### src/rtl/auto_play.sv
// auto_play: ROM-driven song player with a square-wave speaker output.
// Define AUTOPLAY_LOOP_EN to wrap at the end marker instead of stopping.
module auto_play #(
  parameter int CLK_HZ     = 100000000,
  parameter int NOTE_TICKS = 25000000,
  parameter int GAP_TICKS  = 2500000
) (
  input  logic       clk,
  input  logic       reset,
  input  logic [3:0] selected_song,
  input  logic [1:0] octave_keys,
  output logic [3:0] note_out,
  output logic       speaker
);

  localparam int HW = $clog2(CLK_HZ) + 1;
  localparam int DW = $clog2(4 * NOTE_TICKS + 1);
  localparam logic [DW-1:0] NT   = DW'(NOTE_TICKS);
  localparam logic [DW-1:0] GAP1 = DW'(GAP_TICKS + 1);

  typedef enum logic [1:0] {IDLE, PLAY, GAP, DONE} state_t;

  state_t        r_state, w_state;
  logic [4:0]    r_idx, w_idx;
  logic [DW-1:0] r_rem, w_rem;
  logic [HW-1:0] r_pcnt, w_pcnt;
  logic [HW-1:0] r_half, w_half;
  logic          r_spk, w_spk;
  logic [3:0]    r_note, w_note;
  logic [3:0]    r_song;
  logic          w_valid;
  logic          w_ld;
  logic [4:0]    w_ld_idx;
  logic [5:0]    w_ent;

  // Entry format {note, beats}; note 15 ends the song, beats 0 means 4.
  function automatic logic [5:0] f_rom(input logic [3:0] s,
                                       input logic [4:0] i);
    logic [5:0] e;
    e = {4'hF, 2'd0};
    case (s)
      4'd1:
        case (i)
          5'd0:  e = {4'd1, 2'd1};
          5'd1:  e = {4'd1, 2'd1};
          5'd2:  e = {4'd5, 2'd1};
          5'd3:  e = {4'd5, 2'd1};
          5'd4:  e = {4'd6, 2'd1};
          5'd5:  e = {4'd6, 2'd1};
          5'd6:  e = {4'd5, 2'd2};
          5'd7:  e = {4'd4, 2'd1};
          5'd8:  e = {4'd4, 2'd1};
          5'd9:  e = {4'd3, 2'd1};
          5'd10: e = {4'd3, 2'd1};
          5'd11: e = {4'd2, 2'd1};
          5'd12: e = {4'd2, 2'd1};
          5'd13: e = {4'd1, 2'd2};
          default: e = {4'hF, 2'd0};
        endcase
      4'd2:
        if (i < 5'd7) e = {4'(i + 5'd1), 2'd1};
      4'd3:
        case (i)
          5'd0: e = {4'd5, 2'd2};
          5'd1: e = {4'd0, 2'd1};
          5'd2: e = {4'd5, 2'd2};
          5'd3: e = {4'd3, 2'd0};
          default: e = {4'hF, 2'd0};
        endcase
      4'd4:
        if (i < 5'd7) e = {4'(5'd7 - i), 2'd1};
      default: e = {4'hF, 2'd0};
    endcase
    return e;
  endfunction

  function automatic logic [DW-1:0] f_dur(input logic [1:0] b);
    case (b)
      2'd1:    return NT;
      2'd2:    return NT << 1;
      2'd3:    return NT + (NT << 1);
      default: return NT << 2;
    endcase
  endfunction

  function automatic logic [HW-1:0] f_half(input logic [3:0] n,
                                           input logic [1:0] o);
    logic [HW-1:0] b;
    case (n)
      4'd2:    b = HW'(CLK_HZ / (2 * 294));
      4'd3:    b = HW'(CLK_HZ / (2 * 330));
      4'd4:    b = HW'(CLK_HZ / (2 * 349));
      4'd5:    b = HW'(CLK_HZ / (2 * 392));
      4'd6:    b = HW'(CLK_HZ / (2 * 440));
      4'd7:    b = HW'(CLK_HZ / (2 * 494));
      default: b = HW'(CLK_HZ / (2 * 262));
    endcase
    case (o)
      2'b01:   return b >> 1;
      2'b10:   return b << 1;
      default: return b;
    endcase
  endfunction

  assign w_valid = (selected_song != 4'd0) && (selected_song <= 4'd4);

  always_comb begin
    w_ld     = 1'b0;
    w_ld_idx = 5'd0;
    if (w_valid) begin
      if (selected_song != r_song || r_state == IDLE) begin
        w_ld = 1'b1;
      end else if ((r_state == PLAY || r_state == GAP)
                   && r_rem == DW'(1)) begin
        w_ld     = 1'b1;
        w_ld_idx = r_idx + 5'd1;
      end
    end
    w_ent = f_rom(selected_song, w_ld_idx);
`ifdef AUTOPLAY_LOOP_EN
    if (w_ent[5:2] == 4'hF) begin
      w_ld_idx = 5'd0;
      w_ent    = f_rom(selected_song, 5'd0);
    end
`endif
  end

  always_comb begin
    w_state = r_state;
    w_idx   = r_idx;
    w_rem   = r_rem;
    w_pcnt  = r_pcnt;
    w_half  = r_half;
    w_spk   = r_spk;
    w_note  = r_note;
    if (!w_valid) begin
      w_state = IDLE;
      w_idx   = 5'd0;
      w_rem   = '0;
      w_pcnt  = '0;
      w_spk   = 1'b0;
      w_note  = 4'd0;
    end else if (w_ld && w_ent[5:2] == 4'hF) begin
      w_state = DONE;
      w_idx   = w_ld_idx;
      w_rem   = '0;
      w_pcnt  = '0;
      w_spk   = 1'b0;
      w_note  = 4'd0;
    end else if (w_ld) begin
      w_state = PLAY;
      w_idx   = w_ld_idx;
      w_rem   = f_dur(w_ent[1:0]);
      w_pcnt  = '0;
      w_spk   = 1'b0;
      w_note  = w_ent[5:2];
      w_half  = f_half(w_ent[5:2], octave_keys);
    end else if (r_state == PLAY || r_state == GAP) begin
      w_rem = r_rem - DW'(1);
      if (r_rem <= GAP1) begin
        w_state = GAP;
        w_pcnt  = '0;
        w_spk   = 1'b0;
      end else if (r_note == 4'd0) begin
        w_spk = 1'b0;
      end else if (r_pcnt == r_half - HW'(1)) begin
        // The octave is only re-sampled here so a half-cycle is never cut.
        w_spk  = ~r_spk;
        w_pcnt = '0;
        w_half = f_half(r_note, octave_keys);
      end else begin
        w_pcnt = r_pcnt + HW'(1);
      end
    end
  end

  always_ff @(posedge clk) begin
    if (reset) begin
      r_state <= IDLE;
      r_idx   <= 5'd0;
      r_rem   <= '0;
      r_pcnt  <= '0;
      r_half  <= '0;
      r_spk   <= 1'b0;
      r_note  <= 4'd0;
      r_song  <= 4'd0;
    end else begin
      r_state <= w_state;
      r_idx   <= w_idx;
      r_rem   <= w_rem;
      r_pcnt  <= w_pcnt;
      r_half  <= w_half;
      r_spk   <= w_spk;
      r_note  <= w_note;
      r_song  <= selected_song;
    end
  end

  assign note_out = r_note;
  assign speaker  = r_spk;

endmodule

### config.mk
export PLATFORM = sky130hd
export DESIGN_NAME = auto_play
export DESIGN_NICKNAME = d
export VERILOG_FILES = /design/src/rtl/auto_play.sv
export SDC_FILE = /design/constraint.sdc
export NUM_CORES = 1
export LEC_CHECK = 0
export BUFFER_PORTS_ARGS = -buffer_cell sky130_fd_sc_hd__buf_2
export CORE_MARGIN = 8
export CORE_UTILIZATION = 46
export DETAILED_ROUTE_END_ITERATION = 10
export PLACE_DENSITY_LB_ADDON = 0.15
export SLEW_MARGIN = 5
export SYNTH_ARGS = -nofsm -noshare
export SYNTH_HDL_FRONTEND = slang
export SYNTH_SLANG_ARGS = --single-unit
### constraint.sdc
create_clock -name clk -period 9.3 [get_ports clk]
set_clock_uncertainty 0.15 [all_clocks]
set_input_delay 0.465 -clock clk [delete_from_list [all_inputs] [get_ports clk]]
set_output_delay 0.465 -clock clk [all_outputs]
set_load 0.01 [all_outputs]
==> tab_implementation.tex, run 1 <==
\begin{tabular}{lr}
\hline
Metric & Value \\
\hline
\multicolumn{2}{l}{\textbf{Drt}} \\
Starting DRC count in detailed routing & 616 \\
Router iterations before antenna repair & 5 \\
WL/cell & 17.5 um \\
Number of routed nets with antenna violations & 0 \\
Residual DRC count & 0 \\
Vias & 6,759 \\
Total routed wirelength & 19,100 um \\
Detail-routed via count per cell & 6.20 \\
\multicolumn{2}{l}{\textbf{Pwr}} \\
Fraction of power consumed by combinational cells & 19.8\% \\
Power share of the sequential group & 42.6\% \\
P per Cell Area & 128 nW/um2 \\
Worst vdd ir & 107 uV \\
Int Pwr & 0.649 mW \\
Portion of total power attributed to the clock network & 37.6\% \\
Switching power total & 0.293 mW \\
Total chip power & 0.942 mW \\
Sw frac & 31.1\% \\
Pleak & 2.46 nW \\
\multicolumn{2}{l}{\textbf{Logic synthesis}} \\
Number of synthesis warnings & 0 \\
Cell type with the largest total area after synthesis & dfxtp\_1 \\
Post-synthesis cell area & 6960 um2 \\
Number of instances in the synthesized netlist & 928 \\
Count of flip-flops with a built-in enable after synthesis & 0 \\
Post-synthesis average cell area & 7.50 um2 \\
Synthesized net count & 953 \\
Synth async-reset ratio & 0\% \\
Synth cell types & 88 \\
Top cells by area in the synthesized netlist & dfxtp\_1 (26\%), nor2\_1 (6.0\%), xnor2\_1 (5.5\%) \\
Sequential-to-total area share from yosys stat & 25.9\% \\
Prevailing post-synth register cell & dfxtp\_1 \\
Flop and latch count out of synthesis & 90 \\
Synth top area share & 25.9\% \\
\multicolumn{2}{l}{\textbf{Die}} \\
Number of I/O pins & 13 \\
Std cell rows & 45 \\
Initial core utilization & 46.4\% \\
Area of the placeable core & 15,000 um2 \\
Die width & 139 um \\
Chip Height & 139 um \\
Die footprint & 19,300 um2 \\
\multicolumn{2}{l}{\textbf{CTS}} \\
Clock root cell & clkbuf\_16 \\
TritonCTS clock tree & done \\
Sinks on Clock Net & 90 \\
Number of buffers created by CTS & 9 \\
Resize count post-CTS & 0 \\
Clk\_lat worst skew & 0.35 ns \\
Register clock-pin slew on the reported worst setup and hold paths & 0.07 ns \\
Maximum level of the CTS H-tree & 3 \\
Post-CTS Hold Buffers & 0 \\
Setup repair bufs after CTS & 0 \\
Max Root-Sink Buffers & 2 \\
\multicolumn{2}{l}{\textbf{STA}} \\
Max-slew headroom at the worst pin & 20.8\% \\
Setup-violating endpoint count in the final report & 0 \\
Setup repair after global routing missed its margin & no \\
Ratio of final minimum period to clock period & 55.9\% \\
Maximum achievable frequency & 192 MHz \\
Total negative slack & 0 ns \\
Final-report hold violation count & 0 \\
Fin crit period & 5.20 ns \\
Transition time of the tightest slew-check pin & 1.19 ns \\
Max-slew violation count & 0 \\
\multicolumn{2}{l}{\textbf{GRT}} \\
Vias in the first global route & 6,103 \\
First-pass GRT wire length & 31,900 um \\
GR Layer Usage met2 & 30.8\% \\
Met3 global-route usage & 3.13\% \\
Busiest layer in global routing & met2 \\
Largest net degree at the start of global routing & 57 \\
Gr usage total & 19.7\% \\
GR met1 Demand/Resource & 26.6\% \\
Initial antenna violation count & 0 \\
Total global routing overflow & 0 \\
\multicolumn{2}{l}{\textbf{Cells and area}} \\
Antenna diode instance count & 0 \\
Area grow syn2layout & 5.63\% \\
Fin area & 7350 um2 \\
Fillcell total & 1,480 \\
Post-layout nets & 923 \\
Final core utilization & 49.1\% \\
Proportion of layout cells with a drive suffix above 1 & 7.65\% \\
\multicolumn{2}{l}{\textbf{Critical path}} \\
Worst path arrival time & 5.29 ns \\
Data required time at the worst endpoint & 9.39 ns \\
Crit path max fanout & 12 \\
Worst Setup End Kind & flop \\
Critical setup path kind & reg2reg \\
Critical path startpoint category & flop \\
\multicolumn{2}{l}{\textbf{Flow run}} \\
Number of maximum-capacitance constraint violations & 0 \\
\multicolumn{2}{l}{\textbf{Place}} \\
Count of buffers inserted at the top-level ports & 12 \\
DP HPWL & 13,700 um \\
Cell area after placement & 7070 um2 \\
GP Congestion & 0.942 \\
\multicolumn{2}{l}{\textbf{Hold path}} \\
Type of the worst min-delay path & in2reg \\
\multicolumn{2}{l}{\textbf{Outcome}} \\
Run status & completed \\
\hline
\end{tabular}
## registers in the layout, summed over array words and instances, names as in the netlist
signal    count
r_half       19
r_song        4
note_out      4
speaker       1
r_state       2
r_pcnt       28
r_rem        27
r_idx         5
## metal layers
layer | vias up | part of all wire, %
li1 | 3333 | -
met1 | 3173 | 48
met2 | 208 | 45
met3 | 45 | 4.7
met4 | 0 | 2.7
met5 | - | 0
## cells in the mapped netlist, types with 16 or more instances
| library cell | number |
|---|---|
| nand3_1 | 33 |
| nor4_1 | 17 |
| nand4_1 | 17 |
| inv_1 | 27 |
| nor3_1 | 35 |
| xnor2_1 | 44 |
| clkbuf_1 | 43 |
| xor2_1 | 38 |
| nor2_1 | 111 |
| a21oi_1 | 72 |
| nand2_1 | 79 |
| o21ai_0 | 34 |
| dfxtp_1 | 90 |
| or3_1 | 16 |
| a211oi_1 | 21 |
| ha_1 | 17 |
## logic make-up after synthesis
family	count (synthesis)	share of synthesized area, %
AOI/OAI and AO/OA	253	25.1
DFF	90	25.9
buffers and inverters	86	5.04
and+or+nand+nor	390	29.1
xor gates and xnor gates	82	10.3
muxes	9	1.35
adders and majority gates	18	3.20
## metrics by stage
step | hold slack (ns) | setup slack (ns) | std cells
floorplan | 0.307 | 5.24 | 928
global placement | 0.326 | 4.31 | 1075
detailed placement | 0.329 | 4.23 | 1075
CTS | 0.264 | 4.21 | 1090
global route | 0.271 | 3.67 | 1090
finish | 0.276 | 4.10 | 1090
## cell usage in the layout (no fill, tap or decap), types with 13 or more instances in the layout
master,count
ha_1,17
or3_1,16
xor2_1,38
nor2_1,111
nand2b_1,13
a211oi_1,21
nor4_1,17
inv_1,27
dfxtp_1,90
nor3_1,35
and3_1,14
xnor2_1,44
o21ai_0,33
nand4_1,17
nand3_1,33
nand2_1,79
a21oi_1,71
## power by group through the flow
stage	combinational (mW)	clock, mW	sequential [mW]
2_1_floorplan	0.145	0	0.406
3_3_place_gp	0.185	0	0.410
3_5_place_dp	0.183	0	0.410
4_1_cts	0.184	0.360	0.401
5_1_grt	0.205	0.378	0.402
6_report	0.187	0.354	0.401
## final timing paths
path / start / to / slack [ns] / cells after the start
setup reg to reg: r_state[0] / r_half[11] / 4.10 / 17
hold / removal: selected_song[3] / r_song[3] / 0.28 / 2
setup / recovery: r_state[0] / r_half[11] / 4.10 / 17
hold reg to reg: r_state[0] / r_state[0] / 0.34 / 2
## cell type report
cell class	instances	area (um2)	area share, %
tap	188	235	3.20
clock inverter	5	38.8	0.528
clock buffer	10	239	3.25
timing repair buffer	17	97.6	1.33
multi-input combinational	752	4830	65.7
sequential	90	1800	24.5
inverter	28	105	1.43
## worst max-delay path: stages, from the launching register on
cell and delay (ns):
dfxtp_1 0.33, inv_1 0.04, ha_1 0.48, nand4_1 0.19, or4_4 0.62, nor2_1 0.22, nand2_1 0.17, inv_1 0.12
ha_1 0.22, nor2_1 0.06, nand2_1 0.09, o31ai_1 0.11, a211o_1 0.40, a31oi_1 0.87, nand3_2 0.25, a221o_1 0.35
a21o_1 0.16, a32o_1 0.23
No activity file was read; power rests on OpenSTA's default activity.
==> run 2, diff against run 1 <==
==> constraint.sdc (replaced) <==
create_clock -name clk -period 4.6 [get_ports clk]
set_clock_uncertainty 0.15 [all_clocks]
set_input_delay 0.23 -clock clk [delete_from_list [all_inputs] [get_ports clk]]
set_output_delay 0.23 -clock clk [all_outputs]
set_load 0.01 [all_outputs]
==> run 2 against run 1 <==
Compared with the run above: combinational power up 110%; setup slack worse by 3.9 ns; flip-flop and latch count unchanged; sequential share of layout area down 0.89 points; first-iteration DRC count up 6.2%; critical path depth down 3; cell count up 2.6%; design area up 3.8%; register-to-register slack worse by 3.9 ns; total power up 110%; largest cell class unchanged; die area unchanged.
==> tab_implementation.tex, run 2 (synthesis results as in run 1) <==
\begin{tabular}{lr}
\hline
Metric & Value \\
\hline
\multicolumn{2}{l}{\textbf{GRT}} \\
Gr usage total & 19.8\% (+0.093 points) \\
Busiest layer in global routing & met2 \\
Initial antenna violation count & 0 (unchanged) \\
Met3 global-route usage & 3.30\% (+0.17 points) \\
GR met1 Demand/Resource & 27.1\% (+0.55 points) \\
Vias in the first global route & 6,231 (+2.1\%) \\
Largest net degree at the start of global routing & 31 (-46\%) \\
Total global routing overflow & 0 (unchanged) \\
GR Layer Usage met2 & 30.5\% (-0.29 points) \\
First-pass GRT wire length & 32,000 um (about the same) \\
\multicolumn{2}{l}{\textbf{Place}} \\
DP HPWL & 14,300 um (+4.4\%) \\
GP Congestion & 0.962 (+2.1\%) \\
Count of buffers inserted at the top-level ports & 12 (unchanged) \\
\multicolumn{2}{l}{\textbf{Cells and area}} \\
Post-layout nets & 950 (+2.9\%) \\
Area grow syn2layout & 9.62\% \\
Most flops, register & r\_pcnt \\
Commonest non-fill, non-tap cells in the layout & nor2\_1 (110), dfxtp\_1 (90), nand2\_1 (79) \\
Fillcell total & 1,496 (+1.1\%) \\
Number of flip-flops in the largest register & 28 (unchanged) \\
Leading cell type in the layout, fill and taps excluded & nor2\_1 \\
Proportion of layout cells with a drive suffix above 1 & 10.9\% (+3.2 points) \\
Registers with the most flip-flops & r\_pcnt (28), r\_rem (27), r\_half (19) \\
Antenna diode instance count & 0 (unchanged) \\
\multicolumn{2}{l}{\textbf{CTS}} \\
Sinks on Clock Net & 90 (unchanged) \\
Clock root cell & clkbuf\_16 \\
Number of buffers created by CTS & 9 (unchanged) \\
Max Root-Sink Buffers & 2 (unchanged) \\
Clk\_lat worst skew & 0.35 ns (about the same) \\
Maximum level of the CTS H-tree & 3 (unchanged) \\
Register clock-pin slew on the reported worst setup and hold paths & 0.07 ns (about the same) \\
TritonCTS clock tree & done \\
\multicolumn{2}{l}{\textbf{Critical path}} \\
Worst Setup End Kind & flop \\
Most numerous cell on the critical path & a221oi\_1 \\
Slowest CP cell & or4\_4 \\
Reg2Reg Launch Point & r\_rem[19] \\
Worst path arrival time & 4.44 ns (-0.85 ns) \\
Flop2flop setup slack & 0.22 ns (-3.89 ns) \\
Cell chain of the critical path & nor4\_4 -> nand2\_2 -> or4\_4 -> nor2\_2 -> nand2\_1 -> ha\_1 -> a221oi\_1 -> a31oi\_1 -> o21ai\_0 -> and3\_1 -> nor3\_1 -> a21oi\_2 -> a221oi\_1 -> o22ai\_1 \\
Data required time at the worst endpoint & 4.66 ns (-4.73 ns) \\
Crit path max fanout & 5 (-7) \\
Critical path startpoint category & flop \\
Critical setup path kind & reg2reg \\
R2r endpoint & r\_half[1] \\
Worst path bufs/invs & 0 (-2) \\
Reg2reg path depth & 14 (-3) \\
Max incr delay on CP & 0.56 ns (-0.31 ns) \\
Cell family with most CP delay & simple AND/OR/NAND/NOR gates \\
\multicolumn{2}{l}{\textbf{Die}} \\
Chip Height & 139 um (unchanged) \\
Die footprint & 19,300 um2 (unchanged) \\
Initial core utilization & 46.4\% (unchanged) \\
Number of I/O pins & 13 (unchanged) \\
Area of the placeable core & 15,000 um2 (unchanged) \\
Std cell rows & 45 (unchanged) \\
Die width & 139 um (unchanged) \\
\multicolumn{2}{l}{\textbf{Drt}} \\
Detail-routed via count per cell & 6.16 (-0.72\%) \\
Total routed wirelength & 19,500 um (+1.8\%) \\
WL/cell & 17.4 um (-0.76\%) \\
Residual DRC count & 0 (unchanged) \\
Starting DRC count in detailed routing & 654 (+6.2\%) \\
Vias & 6,883 (+1.8\%) \\
Number of routed nets with antenna violations & 0 (unchanged) \\
Router iterations before antenna repair & 5 (unchanged) \\
\multicolumn{2}{l}{\textbf{Pwr}} \\
P per Cell Area & 260 nW/um2 (+100\%) \\
Worst vdd ir & 147 uV (+38\%) \\
Pleak & 2.61 nW (+6.0\%) \\
Total chip power & 1.98 mW (+110\%) \\
\multicolumn{2}{l}{\textbf{Hold path}} \\
Count of cells along the worst hold path & 2 (unchanged) \\
Type of the worst min-delay path & in2reg \\
Hold Path End & r\_song[3] \\
Hold Startpoint & selected\_song[3] \\
\multicolumn{2}{l}{\textbf{STA}} \\
Fin crit period & 4.38 ns (-0.814 ns) \\
Maximum achievable frequency & 228 MHz (+19\%) \\
Transition time of the tightest slew-check pin & 1.01 ns (-0.179 ns) \\
Setup-violating endpoint count in the final report & 0 (unchanged) \\
Worst hold-check slack & 0.0351 ns (-0.240 ns) \\
Max-slew violation count & 0 (unchanged) \\
Ratio of final minimum period to clock period & 95.3\% (+39 points) \\
Max-slew headroom at the worst pin & 32.8\% (+12 points) \\
Final-report hold violation count & 0 (unchanged) \\
Setup repair after global routing missed its margin & no \\
Total negative slack & 0 ns (unchanged) \\
\multicolumn{2}{l}{\textbf{Outcome}} \\
Run status & completed \\
\multicolumn{2}{l}{\textbf{Flow run}} \\
Number of maximum-capacitance constraint violations & 0 (unchanged) \\
\hline
\end{tabular}
## run 2: repair_timing
action	CTS	global route
setup endpoints to repair	0	19
gates resized for setup	0	5
setup buffers	0	3
hold buffers	0	0
## run 2: how the worst max path moves through the flow
stage / start / slack [ns] / depth (start not counted) / endpoint
after CTS: r_rem[19] / 0.06 / 15 / r_half[3]
after detailed placement: r_rem[19] / 0.08 / 15 / r_half[3]
after global routing: r_rem[19] / 0.005 / 15 / r_half[1]
final: r_rem[19] / 0.22 / 14 / r_half[1]
after floorplan: r_rem[19] / 0.54 / 18 / r_half[11]
after global placement: r_rem[19] / 0.26 / 15 / r_half[3]
## run 2: final cells by class
cell class / instances / area [um2] / share of cell area (%)
well taps: 188 / 235 / 3.09
multi-input cells: 752 / 4850 / 63.7
repair buffers: 44 / 325 / 4.27
flip-flops and latches: 90 / 1800 / 23.6
clock inverters: 6 / 73.8 / 0.968
clock buffers: 10 / 229 / 3.00
inverters: 28 / 105 / 1.38
## run 2: metal layers
metal / vias up / wire length (um) / share of wire (%)
met5: - / 0 / 0
met4: 0 / 465 / 2.4
met3: 39 / 1100 / 5.7
met2: 249 / 8800 / 45
met1: 3180 / 9090 / 47
li1: 3415 / - / -
## run 2: report_power, final
group | switching [mW] | leakage (nW) | internal (mW) | total [mW]
logic | 0.247 | 1.74 | 0.155 | 0.402
registers | 0.0186 | 0.727 | 0.791 | 0.810
clock network | 0.344 | 0.141 | 0.429 | 0.772
## run 2: per-stage QoR
stage	setup WS, ns	cell area, um2	util [%]	cells
floorplan	0.537	6960	-	928
global placement	0.257	7260	48.5	1099
detailed placement	0.0847	7260	48.5	1099
CTS	0.0609	7560	50.5	1115
global route	0.00461	7620	50.9	1118
finish	0.218	7620	50.9	1118
## run 2: worst register-to-register path, delay by kind of cell (launching register included)
family | cells | cell delay, ns
AOI/OAI and AO/OA | 6 | 1.18
adders and majority gates | 1 | 0.34
and+or+nand+nor | 7 | 2.21
DFF | 1 | 0.37
==> run 3, diff against run 2 <==
--- a/config.mk
+++ b/config.mk
@@ -5,7 +5,7 @@
 export SDC_FILE = /design/constraint.sdc
 export NUM_CORES = 1
 export LEC_CHECK = 0
-export BUFFER_PORTS_ARGS = -buffer_cell sky130_fd_sc_hd__buf_2
+export BUFFER_PORTS_ARGS = -buffer_cell sky130_fd_sc_hd__buf_4
 export CORE_MARGIN = 8
 export CORE_UTILIZATION = 46
 export DETAILED_ROUTE_END_ITERATION = 10
==> run 3 against run 2 <==
Compared with the run above: setup slack worse by 0.0081 ns; critical endpoint is now r_half[8]; count of clock-buffer cells in the layout is 1 lower; register-to-register slack barely moved; sequential share of layout area decreased by 0.097 points; flip-flop and latch count is the same; hold slack worse by 0.020 ns; sequential power barely moved; design area up 0.41%; global-route usage is 0.099 points lower; routed wire length down 0.67%; via count about the same.
==> tab_implementation.tex, run 3 (synthesis results as in run 1) <==
\begin{tabular}{lr}
\hline
Metric & Value \\
\hline
\multicolumn{2}{l}{\textbf{Outcome}} \\
Run status & completed \\
\multicolumn{2}{l}{\textbf{Critical path}} \\
Crit path max fanout & 7 (+2) \\
Worst path arrival time & 4.47 ns (+0.03 ns) \\
Reg2reg path depth & 16 (+2) \\
Worst Setup End Kind & flop \\
Data required time at the worst endpoint & 4.68 ns (+0.02 ns) \\
R2r endpoint & r\_half[8] \\
Reg2Reg Launch Point & r\_rem[19] \\
Flop2flop setup slack & 0.21 ns (about the same) \\
Cell family with most CP delay & simple AND/OR/NAND/NOR gates \\
Critical setup path kind & reg2reg \\
Max incr delay on CP & 0.56 ns (about the same) \\
Cell chain of the critical path & nor4\_4 -> nand2\_2 -> or4\_4 -> nor2\_1 -> nand2\_1 -> buf\_4 -> ha\_1 -> inv\_1 -> o31ai\_1 -> a211o\_1 -> nor3\_4 -> buf\_4 -> a21oi\_1 -> o211a\_1 -> o311ai\_1 -> a21oi\_1 \\
Critical path startpoint category & flop \\
Worst path bufs/invs & 3 (+3) \\
Slowest CP cell & or4\_4 \\
Launch point of the critical path & r\_rem[19] \\
\multicolumn{2}{l}{\textbf{STA}} \\
Transition time of the tightest slew-check pin & 1.17 ns (+0.167 ns) \\
Final-report hold violation count & 0 (unchanged) \\
Total negative slack & 0 ns (unchanged) \\
Fin crit period & 4.39 ns (+0.00806 ns) \\
Max-slew headroom at the worst pin & 21.7\% (-11 points) \\
Maximum achievable frequency & 228 MHz (-0.18\%) \\
Setup repair after global routing missed its margin & yes \\
Max-slew violation count & 0 (unchanged) \\
Ratio of final minimum period to clock period & 95.4\% (+0.18 points) \\
Setup-violating endpoint count in the final report & 0 (unchanged) \\
Final Worst Setup Slack & 0.210 ns (-0.00806 ns) \\
\multicolumn{2}{l}{\textbf{Place}} \\
GP Congestion & 0.969 (+0.65\%) \\
Count of buffers inserted at the top-level ports & 12 (unchanged) \\
DP Worst Slack & 0.169 ns (+0.0841 ns) \\
Number of placed instances with taps included & 1,100 (+0.091\%) \\
Cell area after placement & 7300 um2 (+0.52\%) \\
DP HPWL & 14,100 um (-1.6\%) \\
\multicolumn{2}{l}{\textbf{GRT}} \\
Vias in the first global route & 6,230 (-0.016\%) \\
Initial antenna violation count & 0 (unchanged) \\
Gr usage total & 19.7\% (-0.099 points) \\
Largest net degree at the start of global routing & 31 (unchanged) \\
First-pass GRT wire length & 31,900 um (-0.37\%) \\
Total global routing overflow & 0 (unchanged) \\
\multicolumn{2}{l}{\textbf{Pwr}} \\
Worst vdd ir & 232 uV (+58\%) \\
Pleak & 2.62 nW (+0.38\%) \\
P per Cell Area & 260 nW/um2 (about the same) \\
\multicolumn{2}{l}{\textbf{Drt}} \\
Number of routed nets with antenna violations & 0 (unchanged) \\
Detail-routed via count per cell & 6.16 (about the same) \\
WL/cell & 17.3 um (-0.67\%) \\
Total routed wirelength & 19,300 um (-0.67\%) \\
Vias & 6,882 (-0.015\%) \\
Residual DRC count & 0 (unchanged) \\
Starting DRC count in detailed routing & 693 (+6.0\%) \\
Router iterations before antenna repair & 5 (unchanged) \\
\multicolumn{2}{l}{\textbf{CTS}} \\
Max Root-Sink Buffers & 2 (unchanged) \\
TritonCTS clock tree & done \\
Maximum level of the CTS H-tree & 3 (unchanged) \\
Sinks on Clock Net & 90 (unchanged) \\
Clk\_lat worst skew & 0.36 ns (about the same) \\
Number of buffers created by CTS & 9 (unchanged) \\
Register clock-pin slew on the reported worst setup and hold paths & 0.07 ns (about the same) \\
Clock root cell & clkbuf\_16 \\
\multicolumn{2}{l}{\textbf{Flow run}} \\
Number of maximum-capacitance constraint violations & 0 (unchanged) \\
\multicolumn{2}{l}{\textbf{Cells and area}} \\
Area grow syn2layout & 10.1\% \\
Number of flip-flops in the largest register & 28 (unchanged) \\
Fin area & 7660 um2 (+0.41\%) \\
Registers with the most flip-flops & r\_pcnt (28), r\_rem (27), r\_half (19) \\
Antenna diode instance count & 0 (unchanged) \\
Leading cell type in the layout, fill and taps excluded & nor2\_1 \\
Post-layout nets & 950 (unchanged) \\
Fillcell total & 1,476 (-1.3\%) \\
Post-Layout Cell Count & 1,118 (unchanged) \\
Proportion of layout cells with a drive suffix above 1 & 11.0\% (+0.11 points) \\
Most flops, register & r\_pcnt \\
Commonest non-fill, non-tap cells in the layout & nor2\_1 (111), dfxtp\_1 (90), nand2\_1 (79) \\
\multicolumn{2}{l}{\textbf{Die}} \\
Die width & 139 um (unchanged) \\
Area of the placeable core & 15,000 um2 (unchanged) \\
Die footprint & 19,300 um2 (unchanged) \\
Number of I/O pins & 13 (unchanged) \\
Chip Height & 139 um (unchanged) \\
Initial core utilization & 46.4\% (unchanged) \\
Std cell rows & 45 (unchanged) \\
\multicolumn{2}{l}{\textbf{Hold path}} \\
Type of the worst min-delay path & in2reg \\
Hold Path End & r\_song[2] \\
Hold Startpoint & selected\_song[2] \\
Count of cells along the worst hold path & 2 (unchanged) \\
\hline
\end{tabular}
[run 3: timing repair]
| action | in CTS | in global routing |
|---|---|---|
| gates resized for setup | 0 | 6 |
| hold endpoints to repair | 1 | 0 |
| setup endpoints to repair | 0 | 15 |
| setup buffers | 0 | 1 |
| hold buffers | 1 | 0 |
[run 3: area by class of cell]
cell class / count / area [um2] / area share (%)
clock inverter: 7 / 88.8 / 1.16
clock buffer: 9 / 225 / 2.94
multi-input combinational: 752 / 4850 / 63.4
timing repair buffer: 44 / 345 / 4.51
tap: 188 / 235 / 3.07
inverter: 28 / 105 / 1.37
sequential: 90 / 1800 / 23.5
[run 3: worst max-delay path by stage]
stage                  to  slack (ns)  depth (start not counted)
6_report        r_half[8]        0.21                         16
5_1_grt         r_half[5]    -0.00008                         15
4_1_cts         r_half[2]        0.16                         15
3_5_place_dp    r_half[2]        0.17                         15
3_3_place_gp    r_half[3]        0.25                         17
2_1_floorplan  r_half[11]        0.54                         18
[run 3: metal layers]
metal | GRT usage [%] | up-vias | wire length, um
met3 | 4.06 | 29 | 1040
li1 | - | 3395 | -
met4 | 6.76 | 0 | 418
met2 | 31.4 | 204 | 8760
met1 | 25.9 | 3254 | 9110
met5 | 0 | - | 0
[run 3: power breakdown]
group	switching, mW	internal, mW
clock	0.352	0.432
combinational	0.245	0.155
sequential	0.0189	0.791
total	0.615	1.38
[run 3: worst register-to-register path, delay by kind of cell (launching register included)]
family / cells / cell delay [ns]
AND/OR/NAND/NOR: 6 / 1.78
adder cells (fa/ha/maj): 1 / 0.30
flip-flops: 1 / 0.37
AO/OA/AOI/OAI: 6 / 1.25
buffers and inverters: 3 / 0.43
[run 3: per-stage QoR]
step           util, %  power (mW)  hold slack (ns)
3_3_place_gp      48.7        1.22            0.322
3_5_place_dp      48.7        1.22            0.331
4_1_cts           50.9        2.01          0.00477
6_report          51.1        1.99           0.0150
5_1_grt           51.1        2.08           0.0354
2_1_floorplan        -        1.11            0.208
